### src/rtl/row_seq_pkg.sv
// row_seq_pkg: shared width helpers, next-state select enum and default parameters for row_index_sequencer
package row_seq_pkg;
  localparam int DEF_ROWS_PER_QUAD = 6;
  localparam int DEF_NUM_QUADS = 2;
  localparam int DEF_REWIND = 2;
  localparam int DEF_NUM_LAYERS = 4;
  typedef enum logic [1:0] {SEL_BASE, SEL_REWIND, SEL_INC, SEL_HOLD} sel_e;
  function automatic int clog2w(input int v);
    return (v <= 2) ? 1 : $clog2(v);
  endfunction
endpackage

### src/rtl/row_index_sequencer_layer_counter.sv
// layer_counter: wrapping layer count (clock, reset_n, clear, inc in; layer_index, last_layer out)
module layer_counter
  import row_seq_pkg::*;
#(
  parameter int NUM_LAYERS = DEF_NUM_LAYERS,
  localparam int LYR_W = clog2w(NUM_LAYERS)
) (
  input  logic             clock,
  input  logic             reset_n,
  input  logic             clear,
  input  logic             inc,
  output logic [LYR_W-1:0] layer_index,
  output logic             last_layer
);
  localparam logic [LYR_W-1:0] LAST = LYR_W'(NUM_LAYERS - 1);
  assign last_layer = layer_index == LAST;
  always_ff @(posedge clock or negedge reset_n)
    if (!reset_n) layer_index <= '0;
    else if (clear) layer_index <= '0;
    else if (inc) layer_index <= last_layer ? '0 : layer_index + LYR_W'(1);
endmodule

### src/rtl/row_index_sequencer.sv
// row_index_sequencer: quadrant row-index sequencer (clock, reset_n, clear, en, new_row, new_vector, new_quadrant_row, quadrant_sel in; row_index, new_layer, seq_err, layer_index, last_layer out; layer counter built only with ROW_INDEX_SEQUENCER_LAYER_COUNT_EN)
module row_index_sequencer
  import row_seq_pkg::*;
#(
  parameter int ROWS_PER_QUAD = DEF_ROWS_PER_QUAD,
  parameter int NUM_QUADS = DEF_NUM_QUADS,
  parameter int REWIND = DEF_REWIND,
  parameter int NUM_LAYERS = DEF_NUM_LAYERS,
  localparam int IDX_W = clog2w(ROWS_PER_QUAD * NUM_QUADS),
  localparam int QSEL_W = clog2w(NUM_QUADS),
  localparam int LYR_W = clog2w(NUM_LAYERS)
) (
  input  logic              clock,
  input  logic              reset_n,
  input  logic              clear,
  input  logic              en,
  input  logic              new_row,
  input  logic              new_vector,
  input  logic              new_quadrant_row,
  input  logic [QSEL_W-1:0] quadrant_sel,
  output logic [IDX_W-1:0]  row_index,
  output logic              new_layer,
  output logic              seq_err,
  output logic [LYR_W-1:0]  layer_index,
  output logic              last_layer
);
  typedef logic [IDX_W:0] w_t;
  localparam w_t RPQ = w_t'(ROWS_PER_QUAD);
  localparam w_t LAST = w_t'(ROWS_PER_QUAD - 1);
  localparam w_t RW = w_t'(REWIND);
  localparam w_t QMAX = w_t'(NUM_QUADS - 1);
  w_t rx, qs, qc, base, riq, qstart, nw;
  sel_e sel;
  logic restart, incr, under, over, err_d;
  logic [IDX_W-1:0] row_next;
  always_comb begin
    rx = {1'b0, row_index};
    qs = w_t'(quadrant_sel);
    qc = qs > QMAX ? QMAX : qs;
    base = qc * RPQ;
    riq = rx % RPQ;
    qstart = rx - riq;
    new_layer = new_quadrant_row && riq == LAST;
    restart = new_vector && !new_quadrant_row;
    incr = (new_row || new_quadrant_row) && en;
    sel = (clear || new_layer) ? SEL_BASE : restart ? SEL_REWIND : incr ? SEL_INC : SEL_HOLD;
    under = rx < qstart + RW;
    over = riq == LAST;
    nw = sel == SEL_BASE ? base :
         sel == SEL_REWIND ? (under ? qstart : rx - RW) :
         (sel == SEL_INC && !over) ? rx + w_t'(1) : rx;
    row_next = IDX_W'(nw);
    err_d = (sel == SEL_REWIND && under) || (sel == SEL_INC && over);
  end
  always_ff @(posedge clock or negedge reset_n)
    if (!reset_n) begin
      row_index <= '0;
      seq_err <= 1'b0;
    end else begin
      row_index <= row_next;
      seq_err <= err_d;
    end
`ifdef ROW_INDEX_SEQUENCER_LAYER_COUNT_EN
  layer_counter #(.NUM_LAYERS(NUM_LAYERS)) u_layer_counter (
    .clock(clock),
    .reset_n(reset_n),
    .clear(clear),
    .inc(new_layer),
    .layer_index(layer_index),
    .last_layer(last_layer)
  );
`else
  assign layer_index = '0;
  assign last_layer = 1'b0;
`endif
endmodule

### config.mk
export PLATFORM = sky130hd
export DESIGN_NAME = row_index_sequencer
export DESIGN_NICKNAME = d
export VERILOG_FILES = /design/src/rtl/row_seq_pkg.sv /design/src/rtl/row_index_sequencer_layer_counter.sv /design/src/rtl/row_index_sequencer.sv
export SDC_FILE = /design/constraint.sdc
export NUM_CORES = 1
export LEC_CHECK = 0
export CORE_ASPECT_RATIO = 1.1
export CORE_MARGIN = 10
export CORE_UTILIZATION = 40
export DETAILED_ROUTE_END_ITERATION = 12
export HOLD_SLACK_MARGIN = 0.03
export PLACE_DENSITY = 0.64
export RECOVER_POWER = 25
export SLEW_MARGIN = 20
export SYNTH_ARGS = -nofsm -noshare
export SYNTH_HDL_FRONTEND = slang
export SYNTH_SLANG_ARGS = --single-unit
### constraint.sdc
create_clock -name clock -period 4.6 [get_ports clock]
set_input_delay 0.46 -clock clock [delete_from_list [all_inputs] [get_ports clock]]
set_output_delay 0.46 -clock clock [all_outputs]
set_load 0.02 [all_outputs]
== Yosys cells after proc, flatten, opt, wreduce, memory -nomap -nowiden ==
Cells that the tools add are included.

* Add/sub/neg operators: 4
* $mul: 1
* Equal/unequal tests: 3
* Divide/modulo/power cells: 1
* Reduce and logical (&&, ||, !) cells: 13
* Magnitude comparators: 1
* Multiplexer cells: 7

{| class="wikitable"
|+ Operators with widths
! operator !! number
|-
| two-way mux 4 bit || 4
|-
| logical AND 1 bit || 6
|-
| adder 5 x 2 -> 5 bit (second input constant) || 1
|-
| equality test 5 x 3 -> 1 bit (second input constant) || 1
|-
| < comparator 4 x 5 -> 1 bit || 1
|-
| modulo 4 x 3 -> 5 bit (second input constant) || 1
|-
| subtractor 4 x 5 -> 5 bit || 1
|-
| adder 4 x 1 -> 4 bit (second input constant) || 1
|-
| two-way mux 2 bit || 2
|-
| subtractor 4 x 2 -> 4 bit (second input constant) || 1
|-
| logical OR 1 bit || 3
|-
| multiplier 1 x 2 -> 3 bit (second input constant) || 1
|-
| nonzero test 3 bit || 1
|-
| equality test 2 x 1 -> 1 bit (second input constant) || 1
|-
| equality test 2 bit (second input constant) || 1
|-
| zero test 1 bit || 2
|-
| zero test 2 bit || 1
|-
| two-way mux 1 bit || 1
|}

* Output and inout bits: 9
* Register bits: 5
* Bits of input ports: 8
* Logic and storage cells: 32

== Depth between registers and ports, before layout ==
* Word-level depth: 10
* Mapped depth: 18
* Mapped depth without buffers: 16

== Worst setup path before layout ==
Ideal clock, no wire load.

* Kind: register to register
* Start point: register with a tool-made name
* End point: register row_index[3]
* Stages on the path, launching flop included: 19
* Required time: 4.474 ns
* Arrival: 3.541 ns
* Period minus slack after synthesis: 3.667 ns
* Slack: 0.933 ns
* Setup time: 0.126 ns
* Buffers on the path: 2
* Path through: dfrtp_1 -> buf_4 -> nor2b_1 -> ha_1 -> buf_6 -> nor2_1 -> nand2_1 -> ha_1 -> xnor2_1 -> nand2b_1 -> a21oi_1 -> xnor2_1 -> xnor2_1 -> ha_1 -> a21oi_1 -> nor2_1 -> nor3_1 -> nor2_1 -> a221o_1

{| class="wikitable"
|+ RTL lines
! what !! line !! RTL
|-
| to (signal assigned) || row_index_sequencer.sv:60 || <nowiki>row_index <= row_next;</nowiki>
|-
| to (decl) || row_index_sequencer.sv:21 || <nowiki>output logic [IDX_W-1:0] row_index,</nowiki>
|}

== Worst setup path in the final report ==
* Start point: register row_index[1]
* End point: register row_index[3]

* Word-level cells in the longest chain between the ends: 8
* Elaborated cells between the ends (all ways): 20
* Those cells by class: add/sub (4); div (1); order compare (1); eq/ne (3); mux (5); reduce/logical (6)

{| class="wikitable"
|+ Ends and longest elaborated chain
! what
|-
| branches (longest 8 deep; another with modulo 4 x 3 -> 5 bit)
|}

Parallel ways; which one is timed is not known. The select of a mux whose other input is x is not followed.
A chain may end at the register's enable or synchronous reset.

==> flow_summary.yaml <==
sta:
  clock-skew-final_ns: 0.00413
  rsz0062_at_grt: "no"
  max_freq_mhz: 259
  setup_viol: 0
  timing.hold.ws_ns: 0.510
  slew_violations: 0
  finalCriticalPeriod_ns: 3.85
  hold_viol_final: 0
  finalCritPeriodShare_pct: 83.8
  fin_ws_ns: 0.746
  tns_ns: 0
route:
  firstDrtPassIters: 4
  ant_nets: 0
  routed_wl_um: 2300
  avgViaCountPerCell: 5.54
  dr_total_vias: 892
  route.detailed.drc: 0
  routedWlPerCell_um: 14.3
  initialDrtViolationCount: 77
yosys:
  synth_edf_count: 0
  synth_commonest_cells: "nor2_1, ha_1, a21oi_1, inv_1, o21ai_0"
  ys_async_sr_fraction_pct: 100
  ys_seq_area_share_pct: 13.2
  synthCells: 120
  synth_top_area_share_pct: 14.6
  synthDistinctLibCells: 47
  ys.flop_type: "dfrtp_1"
  netlist_area_um2: 945
  synth_seq_cells: 5
  syn_area_per_cell_um2: 7.87
  ys_top_cells_by_area: "ha_1, dfrtp_1, a21oi_1, nor2_1, xnor2_1"
  synth_top_cell_by_area: "ha_1"
  yosysMostFrequentCell: "nor2_1"
  ys.warnings.count: 0
critical_path:
  cp_num_buf_inv: 0
  start_kind: "flip-flop"
  cp.arrival_ns: 3.99
  worstPathCellList: "ha_1 > nor2_1 > nand2_1 > ha_1 > xnor2_1 > nand2b_1 > a21oi_1 > xnor2_1 > xnor2_1 > ha_1 > a21oi_1 > nor2_1 > nor3_1 > nor2_1 > a221o_1"
  max_stage_delay_ns: 0.65
  crit_fanout: 14
  cpLargestDelayFamily: "adder cells"
  timing.critical_path.required_ns: 4.74
  slowest_stage: "dfrtp_1"
  critical_path_class: "flip-flop to flip-flop"
  cp-end-kind: "flip-flop"
global_route:
  grt_pass1_wl_um: 3910
  antenna_found_initial: 0
  grt_pass1_vias: 864
  grt_overflow: 0
  grt_max_degree: 15
  grt_util_all_layers_pct: 10.5
clocking:
  cts_tree: "done"
  htreeDepth: 1
  cts_setup_buffers: 0
  clockRootBuffer: "clkbuf_4"
  clock_latency_ns: 0.25
  cts_hold_buf: 0
  clockBufferDepth: 2
  clk_pin_slew_worst_paths_ns: 0.05
  cts_buffers: 3
  cts_resized: 0
  clock_sinks: 5
floorplan:
  pin_count: 17
  dieHeight_um: 71.0
  start_util_pct: 41.9
  die_x_um: 66.3
  core_um2: 2250
  num_rows: 18
  die_area_um2: 4710
final_layout:
  drive_gt1_share_pct: 11.5
  nets: 151
  num_antenna_cells: 0
  final_core_util_pct: 48.6
  syn2layout_area_growth_pct: 15.8
worst_hold_path:
  worstHoldPathType: "input pin to async pin"
status:
  status: "finished clean"
placement:
  place_congestion: 0.930
  post-place-ws_ns: 0.751
  io_buffers: 13
  place_hpwl_um: 1820
run:
  max_cap_viol_count: 0
stage by stage:
stage               instances  area (µm²)
detailed placement        157        1070
global placement          157        1070
global route              161        1090
floorplan                 122         952
finish                    161        1090
CTS                       161        1090
final timing paths:
path / start / end / slack (ns) / cells after the start
max: row_index[1]$_DFFE_PN0P_ / row_index[3]$_DFFE_PN0P_ / 0.75 / 15
min: reset_n / row_index[1]$_DFFE_PN0P_ / 0.51 / 1
max reg2reg: row_index[1]$_DFFE_PN0P_ / row_index[3]$_DFFE_PN0P_ / 0.75 / 15
min reg2reg: row_index[0]$_DFFE_PN0P_ / row_index[0]$_DFFE_PN0P_ / 0.62 / 1
max in group asynchronous: reset_n / async pin / 3.88 / 1
min in group clock: row_index[0]$_DFFE_PN0P_ / row_index[0]$_DFFE_PN0P_ / 0.62 / 1
worst register-to-register path, stage by stage (launching register included):
cell,delay [ns]
dfrtp_1,0.65
ha_1,0.43
nor2_1,0.09
nand2_1,0.09
ha_1,0.26
xnor2_1,0.33
nand2b_1,0.10
a21oi_1,0.20
xnor2_1,0.19
xnor2_1,0.16
ha_1,0.24
a21oi_1,0.30
nor2_1,0.07
nor3_1,0.24
nor2_1,0.09
a221o_1,0.29
layout by cell type, fill, tap and decap left out, types with 2 or more instances in the layout:
| cell type | instances |
|---|---|
| nor2_1 | 12 |
| clkdlybuf4s50_1 | 12 |
| ha_1 | 11 |
| a21oi_1 | 10 |
| inv_1 | 7 |
| o21ai_0 | 6 |
| nand2_1 | 5 |
| xnor2_1 | 5 |
| dfrtp_1 | 5 |
| nand2b_1 | 4 |
| nand3b_1 | 3 |
| o211ai_1 | 3 |
| nor3_1 | 3 |
| o21ai_1 | 3 |
| conb_1 | 3 |
| clkbuf_4 | 3 |
| nor2b_1 | 2 |
| a32oi_1 | 2 |
| xor2_1 | 2 |
| buf_4 | 2 |
kinds of logic (layout without fill, tap and decap cells):
family / after synthesis / after routing / synth area share (%)
and+or+nand+nor: 40 / 40 / 25.0
xor gates and xnor gates: 8 / 8 / 8.21
buffers and inverters: 17 / 26 / 10.1
adders and majority gates: 11 / 11 / 14.6
AOI/OAI and AO/OA: 38 / 38 / 28.5
other: 1 / 3 / 0.397
DFF: 5 / 5 / 13.2
routing by layer:
metal  global-route usage, %  routed length (µm)  vias to the layer above
li1                        -                   -                      447
met1                    11.4                1030                      409
met2                    16.2                1040                       32
met3                    2.99                 167                        4
met4                    9.32                  61                        0
met5                       0                   0                        -
cell type report:
type / count / area [µm²]
Multi-Input combinational cell: 100 / 732
Fill cell: 228 / 1160
Clock buffer: 3 / 22.5
Timing Repair Buffer: 15 / 145
Tap cell: 30 / 37.5
Clock inverter: 1 / 5.00
Inverter: 7 / 26.3
Sequential cell: 5 / 125
Power is not shown: default switching activity piles up to over one toggle a cycle in this logic, so the estimate is an artifact.
